File: src/rtl/vram_dbg_pkg.sv
// Shared definitions for the VRAM debugger engines: FSM encoding, transfer
// mode constants, error-counter width and image ROM extent.
package vram_dbg_pkg;

  typedef enum logic [1:0] {
    ST_IDLE  = 2'd0,
    ST_FETCH = 2'd1,
    ST_REQ   = 2'd2,
    ST_FIN   = 2'd3
  } state_t;

  localparam logic MODE_COPY   = 1'b0;
  localparam logic MODE_VERIFY = 1'b1;

  localparam int ERR_W = 16;

  // Number of bytes that actually carry image content; reads past this are 0.
  localparam int IMG_ROM_WORDS = 16384;

  // Increment that sticks at all-ones instead of wrapping.
  function automatic logic [ERR_W-1:0] sat_inc(input logic [ERR_W-1:0] v);
    return (v == '1) ? v : v + 1'b1;
  endfunction

endpackage

File: src/rtl/vram_image_rom_p.sv
// Built-in image ROM: case-table contents with a registered output so it maps
// onto block RAM. Addresses beyond the stored image read back as zero.
module vram_image_rom_p
  import vram_dbg_pkg::*;
#(
  parameter int ADR_W = 14,
  parameter int DAT_W = 8
) (
  input  logic             clk,
  input  logic [ADR_W-1:0] adr,
  output logic [DAT_W-1:0] q
);

  // Image table: a fixed header followed by a generated test pattern.
  function automatic logic [DAT_W-1:0] image_byte(input logic [ADR_W-1:0] a);
    int         ai;
    logic [7:0] b;
    ai = 32'(a);
    b  = 8'h00;
    if (ai < IMG_ROM_WORDS) begin
      case (ai)
        0:       b = 8'h3C;
        1:       b = 8'hA5;
        2:       b = 8'h5A;
        3:       b = 8'hC3;
        4:       b = 8'h0F;
        5:       b = 8'hF0;
        6:       b = 8'h81;
        7:       b = 8'h7E;
        default: b = ai[7:0] ^ ai[13:6];
      endcase
    end
    return DAT_W'(b);
  endfunction

  // Registered read: data appears one clock after the address.
  always_ff @(posedge clk) begin
    q <= image_byte(adr);
  end

endmodule

File: src/rtl/vram_image_loader.sv
// Streams the image ROM into VRAM (COPY) or reads VRAM back and counts bytes
// that differ from the image (VERIFY), over a req/ack arbiter port.
// Each transfer is FETCH (ROM address), REQ load cycle (ROM data now valid,
// request registers loaded), then request held until acknowledged.
module vram_image_loader
  import vram_dbg_pkg::*;
#(
  parameter int ADR_W   = 14,
  parameter int DAT_W   = 8,
  parameter int IMG_LEN = 16384,
  parameter int VADR_W  = 17
) (
  input  logic              clk,
  input  logic              reset_n,
  input  logic              start,
  input  logic              abort,
  input  logic              verify,
  input  logic [VADR_W-1:0] base_adr,
  output logic              busy,
  output logic              done,
  output logic [ERR_W-1:0]  err_cnt,
  output logic              vram_req,
  output logic              vram_wr,
  output logic [VADR_W-1:0] vram_adr,
  output logic [DAT_W-1:0]  vram_wdata,
  input  logic              vram_ack,
  input  logic [DAT_W-1:0]  vram_rdata
);

  localparam int SUM_W = (VADR_W > ADR_W) ? VADR_W : ADR_W;
  localparam logic [ADR_W-1:0] LAST_IDX = ADR_W'(IMG_LEN - 1);

  state_t              state_reg,      state_next;
  logic [ADR_W-1:0]    idx_reg,        idx_next;
  logic                verify_reg,     verify_next;
  logic [VADR_W-1:0]   base_reg,       base_next;
  logic                busy_reg,       busy_next;
  logic                done_reg,       done_next;
  logic [ERR_W-1:0]    err_cnt_reg,    err_cnt_next;
  logic                vram_req_reg,   vram_req_next;
  logic                vram_wr_reg,    vram_wr_next;
  logic [VADR_W-1:0]   vram_adr_reg,   vram_adr_next;
  logic [DAT_W-1:0]    vram_wdata_reg, vram_wdata_next;

  logic [DAT_W-1:0]    rom_q;
  logic [SUM_W-1:0]    adr_sum;
  logic [VADR_W-1:0]   req_adr;
  logic                last_xfer;
  logic                mismatch;

  vram_image_rom_p #(
    .ADR_W (ADR_W),
    .DAT_W (DAT_W)
  ) u_rom (
    .clk (clk),
    .adr (idx_reg),
    .q   (rom_q)
  );

  // Target address wraps silently at the top of VRAM.
  assign adr_sum   = SUM_W'(base_reg) + SUM_W'(idx_reg);
  assign req_adr   = adr_sum[VADR_W-1:0];
  assign last_xfer = (idx_reg == LAST_IDX);
  // ROM address is idx, which is stable throughout REQ, so rom_q is the reference byte.
  assign mismatch  = (verify_reg == MODE_VERIFY) && (vram_rdata != rom_q);

  // State and datapath registers; reset drops every output immediately.
  always_ff @(posedge clk or negedge reset_n) begin
    if (!reset_n) begin
      state_reg      <= ST_IDLE;
      idx_reg        <= '0;
      verify_reg     <= MODE_COPY;
      base_reg       <= '0;
      busy_reg       <= 1'b0;
      done_reg       <= 1'b0;
      err_cnt_reg    <= '0;
      vram_req_reg   <= 1'b0;
      vram_wr_reg    <= 1'b0;
      vram_adr_reg   <= '0;
      vram_wdata_reg <= '0;
    end else begin
      state_reg      <= state_next;
      idx_reg        <= idx_next;
      verify_reg     <= verify_next;
      base_reg       <= base_next;
      busy_reg       <= busy_next;
      done_reg       <= done_next;
      err_cnt_reg    <= err_cnt_next;
      vram_req_reg   <= vram_req_next;
      vram_wr_reg    <= vram_wr_next;
      vram_adr_reg   <= vram_adr_next;
      vram_wdata_reg <= vram_wdata_next;
    end
  end

  // Next-state and output logic; abort overrides whatever the state decided.
  always_comb begin
    state_next      = state_reg;
    idx_next        = idx_reg;
    verify_next     = verify_reg;
    base_next       = base_reg;
    busy_next       = busy_reg;
    done_next       = 1'b0;
    err_cnt_next    = err_cnt_reg;
    vram_req_next   = vram_req_reg;
    vram_wr_next    = vram_wr_reg;
    vram_adr_next   = vram_adr_reg;
    vram_wdata_next = vram_wdata_reg;

    case (state_reg)
      ST_IDLE: begin
        if (start && !abort) begin
          verify_next  = verify;
          base_next    = base_adr;
          idx_next     = '0;
          err_cnt_next = '0;
          busy_next    = 1'b1;
          state_next   = ST_FETCH;
        end
      end
      ST_FETCH: begin
        state_next = ST_REQ;
      end
      ST_REQ: begin
        if (!vram_req_reg) begin
          // Load cycle: ROM data has just become valid.
          vram_req_next   = 1'b1;
          vram_adr_next   = req_adr;
          vram_wr_next    = (verify_reg == MODE_COPY);
          vram_wdata_next = rom_q;
        end else if (vram_ack) begin
          vram_req_next = 1'b0;
          if (mismatch) begin
            err_cnt_next = sat_inc(err_cnt_reg);
          end
          if (last_xfer) begin
            busy_next  = 1'b0;
            done_next  = 1'b1;
            state_next = ST_FIN;
          end else begin
            idx_next   = idx_reg + 1'b1;
            state_next = ST_FETCH;
          end
        end
      end
      ST_FIN: begin
        state_next = ST_IDLE;
      end
      default: begin
        state_next = ST_IDLE;
      end
    endcase

    if (abort) begin
      state_next    = ST_IDLE;
      vram_req_next = 1'b0;
      busy_next     = 1'b0;
      done_next     = 1'b0;
    end
  end

  assign busy       = busy_reg;
  assign done       = done_reg;
  assign err_cnt    = err_cnt_reg;
  assign vram_req   = vram_req_reg;
  assign vram_wr    = vram_wr_reg;
  assign vram_adr   = vram_adr_reg;
  assign vram_wdata = vram_wdata_reg;

endmodule

File: config.mk
export PLATFORM = sky130hd
export DESIGN_NAME = vram_image_loader
export DESIGN_NICKNAME = d
export VERILOG_FILES = /design/src/rtl/vram_dbg_pkg.sv /design/src/rtl/vram_image_rom_p.sv /design/src/rtl/vram_image_loader.sv
export SDC_FILE = /design/constraint.sdc
export NUM_CORES = 1
export LEC_CHECK = 0
export CAP_MARGIN = 20
export CORE_ASPECT_RATIO = 1.25
export CORE_MARGIN = 2
export CORE_UTILIZATION = 44
export CTS_CLUSTER_DIAMETER = 150
export CTS_CLUSTER_SIZE = 20
export DETAILED_ROUTE_END_ITERATION = 10
export PLACE_DENSITY = 0.74
export SLEW_MARGIN = 20
export SYNTH_ARGS = -nofsm -noshare
export SYNTH_HDL_FRONTEND = slang
export SYNTH_SLANG_ARGS = --single-unit
File: constraint.sdc
create_clock -name clk -period 3.35 [get_ports clk]
set_clock_uncertainty 0.1 [all_clocks]
set_input_delay 0.335 -clock clk [delete_from_list [all_inputs] [get_ports clk]]
set_output_delay 0.335 -clock clk [all_outputs]
set_load 0.02 [all_outputs]
[Yosys cells after proc, flatten, opt, wreduce, memory -nomap -nowiden]
Index checks and enable logic that the tools add are counted.
Storage, ports and cells
  bits in registers: 87
  input port bits: 31
  output and inout port bits: 45
  logic and storage cells: 88
Cells by class
  $add $sub $neg: 3
  equal/unequal tests: 23
  muxes and demuxes: 33
  bitwise operators: 3
  reductions and logical operators: 14
Operators by type and width (count)
  2-to-1 mux 16 bit: 5
  case mux 8 bit (8 select lines): 1
  equality test 14 x 3 -> 1 bit (second input constant): 4
  2-to-1 mux 14 bit: 4
  case mux 16 bit (2 select lines): 1
  equality test 14 x 2 -> 1 bit (second input constant): 2
  case mux 14 bit (2 select lines): 1
  adder 17 x 14 -> 17 bit: 1
  adder 16 x 1 -> 16 bit (second input constant): 1
  equality test 16 bit (second input constant): 1
  adder 14 x 1 -> 14 bit (second input constant): 1
  equality test 14 x 1 -> 1 bit (second input constant): 1
  equality test 14 bit (second input constant): 1
  logical NOT 14 bit: 1
  2-to-1 mux 1 bit: 14
  inequality test 2 bit (second input constant): 6
  inequality test 3 bit (second input constant): 4
  2-to-1 mux 2 bit: 5
  AND reduction 5 bit: 2
  inequality test 8 bit: 1
  case mux 2 bit (4 select lines): 1
  bitwise XOR 8 bit: 1
  AND reduction 6 bit: 1
  equality test 2 bit (second input constant): 2
  10 further kinds: 14

[Depth between registers and ports, before layout]
  word-level depth: 6
  gate-level depth with buffers: 8
  mapped depth without buffers: 8

[Hierarchy]
A second synthesis with hierarchy kept.
Unflattened totals
  cell total of the unflattened synthesis: 517
  area total of the unflattened synthesis: 4723.3 um^2
By module, submodules not included
  vram_image_loader: times used 1, cells each 475, area an instance 4272.8 um^2, sequential area each 1976.9 um^2
  vram_image_rom_p: times used 1, cells each 42, area an instance 450.4 um^2, sequential area each 160.2 um^2

[Worst setup path before layout]
Ideal clock, no wire load.
  path type: flip-flop to flip-flop
  start: register idx_reg[0]
  end: register vram_adr_reg[12] (netlist: vram_adr[12])
  setup time: 95 ps
  data arrival time: 2417 ps
  data required time: 3155 ps
  path slack: 738 ps
  cell stages (with the launch flop): 9
  path buffers: 0
  period minus slack after synthesis: 2612 ps
  path through: dfrtp_1 ha_1 fa_1 a21o_1 a221oi_2 o21bai_2 o311a_1 o21a_1 o31ai_1
On the way
  longest elaborated chain between the ends: 1
RTL lines
  from (decl): RTL line vram_image_loader.sv:34  | logic [ADR_W-1:0] idx_reg, idx_next;
  from (signal assigned): RTL line vram_image_loader.sv:83  | idx_reg <= idx_next;
  adder 17 x 14 -> 17 bit: RTL line vram_image_loader.sv:61  | assign adr_sum = SUM_W'(base_reg) + SUM_W'(idx_reg);
  to (signal assigned): RTL line vram_image_loader.sv:91  | vram_adr_reg <= vram_adr_next;
  to (decl): RTL line vram_image_loader.sv:42  | logic [VADR_W-1:0] vram_adr_reg, vram_adr_next;
No other way between the ends.
A chain may end at the register's enable or synchronous reset.

[Worst setup path after layout]
Same ends and word-level chain as after synthesis.

==> results.txt <==
----------------------------------------------------
[CTS]
  Clock tree from TritonCTS ... built
  Buffer count from post-CTS setup fixing ... 0
  CTS Buf Count ... 9
  Clock slew seen by the registers of the worst setup and hold paths ... 0.06 ns
  Later-pin clock latency in the skew report ... 0.34 ns
  Number of instances resized during post-cts repair ... 0
  # H-tree levels ... 3
  Root Buffer Master ... sky130_fd_sc_hd__clkbuf_16
  Buffer depth of the longest clock path ... 2
  Sink Count ... 87

[Synthesis]
  Post-Syn Instances ... 540
  Number of enable flip-flop cells after synthesis ... 0
  Fraction of synthesis flops using an asynchronous set or reset pin ... 0.9080
  Mapped Avg Cell Area ... 8.842 um2
  Top post-synthesis cells by count ... 132 x sky130_fd_sc_hd__nand2_1, 79 x sky130_fd_sc_hd__dfrtp_1, 37 x sky130_fd_sc_hd__o21ai_0
  Syn Nets ... 591
  Proportion of netlist area held by the largest area contributor ... 0.4140
  Sequential cell area fraction in the yosys report ... 0.4476
  Total of warnings raised by yosys ... 0
  Mapped cell area ... 4775 um2
  FF+latch count, synth ... 87
  Most common cell in the netlist ... sky130_fd_sc_hd__nand2_1
  Largest area contributor in the netlist ... sky130_fd_sc_hd__dfrtp_1
  Synth Flop Type ... sky130_fd_sc_hd__dfrtp_1
  Largest cells by area after synthesis ... sky130_fd_sc_hd__dfrtp_1 41%, sky130_fd_sc_hd__nand2_1 10%, sky130_fd_sc_hd__ha_1 5.0%
  Post-synth cell types ... 59

[Placement]
  Final weighted congestion of routability-driven global placement ... 0.8832
  Post-detailed-placement cell area ... 5643 um2
  HPWL Detailed ... 8.291 mm
  Total of buffers placed on input and output ports ... 75

[Setup path]
  Slowest library cell on the worst path ... sky130_fd_sc_hd__dfrtp_1
  Data arrival at the endpoint of the critical path ... 2.98 ns
  CP endpoint kind ... flop
  Required time at the endpoint of the critical path ... 3.49 ns
  Kind of launch point of the worst setup path ... flop
  Worst Path Class, Setup ... flop to flop
  Maximum fanout along the worst path ... 9
  Delay of the slowest cell on the worst path ... 0.48 ns
  Sequence of cells on the critical path ... ha_1, fa_1, a21o_1, a221oi_2, o21bai_2, o311a_1, o21a_1, o31ai_1

[STA]
  Pin slew with the least headroom to its limit ... 0.7284 ns
  Final period util ... 0.8476
  Final Max Slew Viols ... 0
  Final setup violation count ... 0
  Final hold violations ... 0
  Total Negative Setup Slacks ... 0 ns
  Highest Clock Rate ... 352.2 MHz
  Unrepaired setup endpoints after global routing ... false
  Normalized max-slew margin ... 0.5144
  Final critical delay including setup and external delays ... 2.840 ns

[Global route]
  Antenna violations before repair ... 0
  Wire length of the first global-routing pass ... 19.79 mm
  Overflow after GRT ... 0
  Largest net degree at the start of global routing ... 80
  Via count of the first global-routing pass ... 4,199
  GRT Resource Usage Total ... 0.2059

[Run status]
  Outcome ... finished clean

[Pwr]
  Pwr per Cell Area ... 569.6 nW/um2
  Worst voltage drop across the vdd grid ... 302.3 uV
  Leakage Power ... 2.676 nW
  Share of total power in combinational logic ... 0.276
  Switching pwr ... 0.001052 W
  Cell-internal power ... 0.002365 W
  Sequential group share of total power ... 0.406
  Power Total ... 0.003417 W
  Clock power share ... 0.318
  Sw Share ... 0.3079

[Layout]
  Post-route standard cell area excluding fillers ... 5998 um2
  Layout cells sized above 1 ... 0.05691
  Number of nets in the finished design ... 661
  Post-synthesis to final-layout area growth ... 25.63%
  Antenna cells ... 0

[Routing]
  Total DRC errors in the routed layout ... 0
  Average routed wire per standard cell ... 15.50 um
  Total wirelength of the detailed-routed design ... 11.58 mm
  DR pass1 iterations ... 5
  Vias after detailed routing ... 4,149
  Vias per std cell ... 5.554
  DRT antenna net count ... 0
  DRT iter0 DRCs ... 263

[Floorplan]
  Area of the core region ... 10,560 um2
  DIE WIDTH ... 97.17 um
  Full die area ... 11,710 um2
  Starting density of the core ... 0.4520
  Number of core rows ... 42
  Die boundary height ... 120.5 um
  Ports placed on the boundary ... 76

[Flow run]
  Max Cap Viol ... 0

[Min path]
  Min-delay worst type ... flop to flop

----------------------------------------------------
worst max-delay path: cells and delay by family (launching register included):
kind | cells | cell delay (ns)
AOI/OAI and AO/OA | 6 | 1.45
adders and majority gates | 2 | 0.72
DFF | 1 | 0.48
layer usage:
| layer | global-route usage | part of all wire | vias up |
|---|---|---|---|
| met5 | 0 | 0 | - |
| met4 | 0.07130 | 0.018 | 0 |
| met3 | 0.03988 | 0.054 | 21 |
| met2 | 0.3516 | 0.49 | 131 |
| met1 | 0.2624 | 0.44 | 1961 |
| li1 | - | - | 2036 |
logic make-up after synthesis:
group                    count (synthesis)  share of synthesized area
AO/OA/AOI/OAI                          120                     0.1682
adder cells (fa/ha/maj)                 20                    0.05398
buffers and inverters                   31                    0.02673
XOR/XNOR                                31                    0.05687
AND/OR/NAND/NOR                        244                     0.2317
multiplexers                             7                    0.01494
flip-flops                              87                     0.4476
area by class of cell:
class | count | area (um2)
Multi-Input combinational cell | 422 | 2510
Clock buffer | 14 | 327.8
Sequential cell | 87 | 2137
Timing Repair Buffer | 84 | 822.0
Clock inverter | 2 | 13.76
Inverter | 6 | 22.52
Tap cell | 132 | 165.2
Fill cell | 955 | 4564
layout by cell type (no fill, tap or decap), drive strengths merged, types with 14 or more instances in the layout:
cell type	netlist	final
nor2	30	30
dfrtp	79	79
clkbuf	17	14
clkdlybuf4s50	0	74
xnor2	21	21
nor3	15	15
ha	19	19
a21oi	20	20
o21ai	38	38
nand2	132	132
power by group through the flow:
stage	clock network (W)	registers [W]	logic (W)
CTS	0.00110	0.00139	0.000950
global placement	0	0.00140	0.000920
floorplan	0	0.00154	0.000378
global route	0.00115	0.00141	0.00104
detailed placement	0	0.00141	0.000944
finish	0.00109	0.00139	0.000943
metrics by stage:
step	cells	worst slack (ns)	utilization	hold slack [ns]
4_1_cts	746	0.5112	0.5666	0.1079
3_5_place_dp	730	0.5446	0.5342	0.3483
5_1_grt	747	0.3524	0.5679	0.3768
6_report	747	0.5104	0.5679	0.3532
3_3_place_gp	730	0.6082	0.5342	0.3418
2_1_floorplan	540	0.7379	-	-0.06059
timing repair:
item	4_1_cts	5_1_grt
hold endpoints to repair	0	11
setup endpoints to repair	0	0
hold buffers	0	1
final timing paths:
kind,start,endpoint,slack (ns),cells after the start
max in group asynchronous,reset_n,vram_adr[8]$_DFFE_PN0P_,2.15,2
worst min register to register,u_rom.q[1]$_DFF_P_,vram_wdata[1]$_DFFE_PN0P_,0.35,2
worst max register to register,idx_reg[0]$_DFFE_PN0P_,vram_adr[12]$_DFFE_PN0P_,0.51,8
worst max-delay path,idx_reg[0]$_DFFE_PN0P_,vram_adr[12]$_DFFE_PN0P_,0.51,8
worst min-delay path,u_rom.q[1]$_DFF_P_,vram_wdata[1]$_DFFE_PN0P_,0.35,2
min in group asynchronous,reset_n,busy$_DFFE_PN0P_,0.48,2
(Power assumes the default switching activity.)
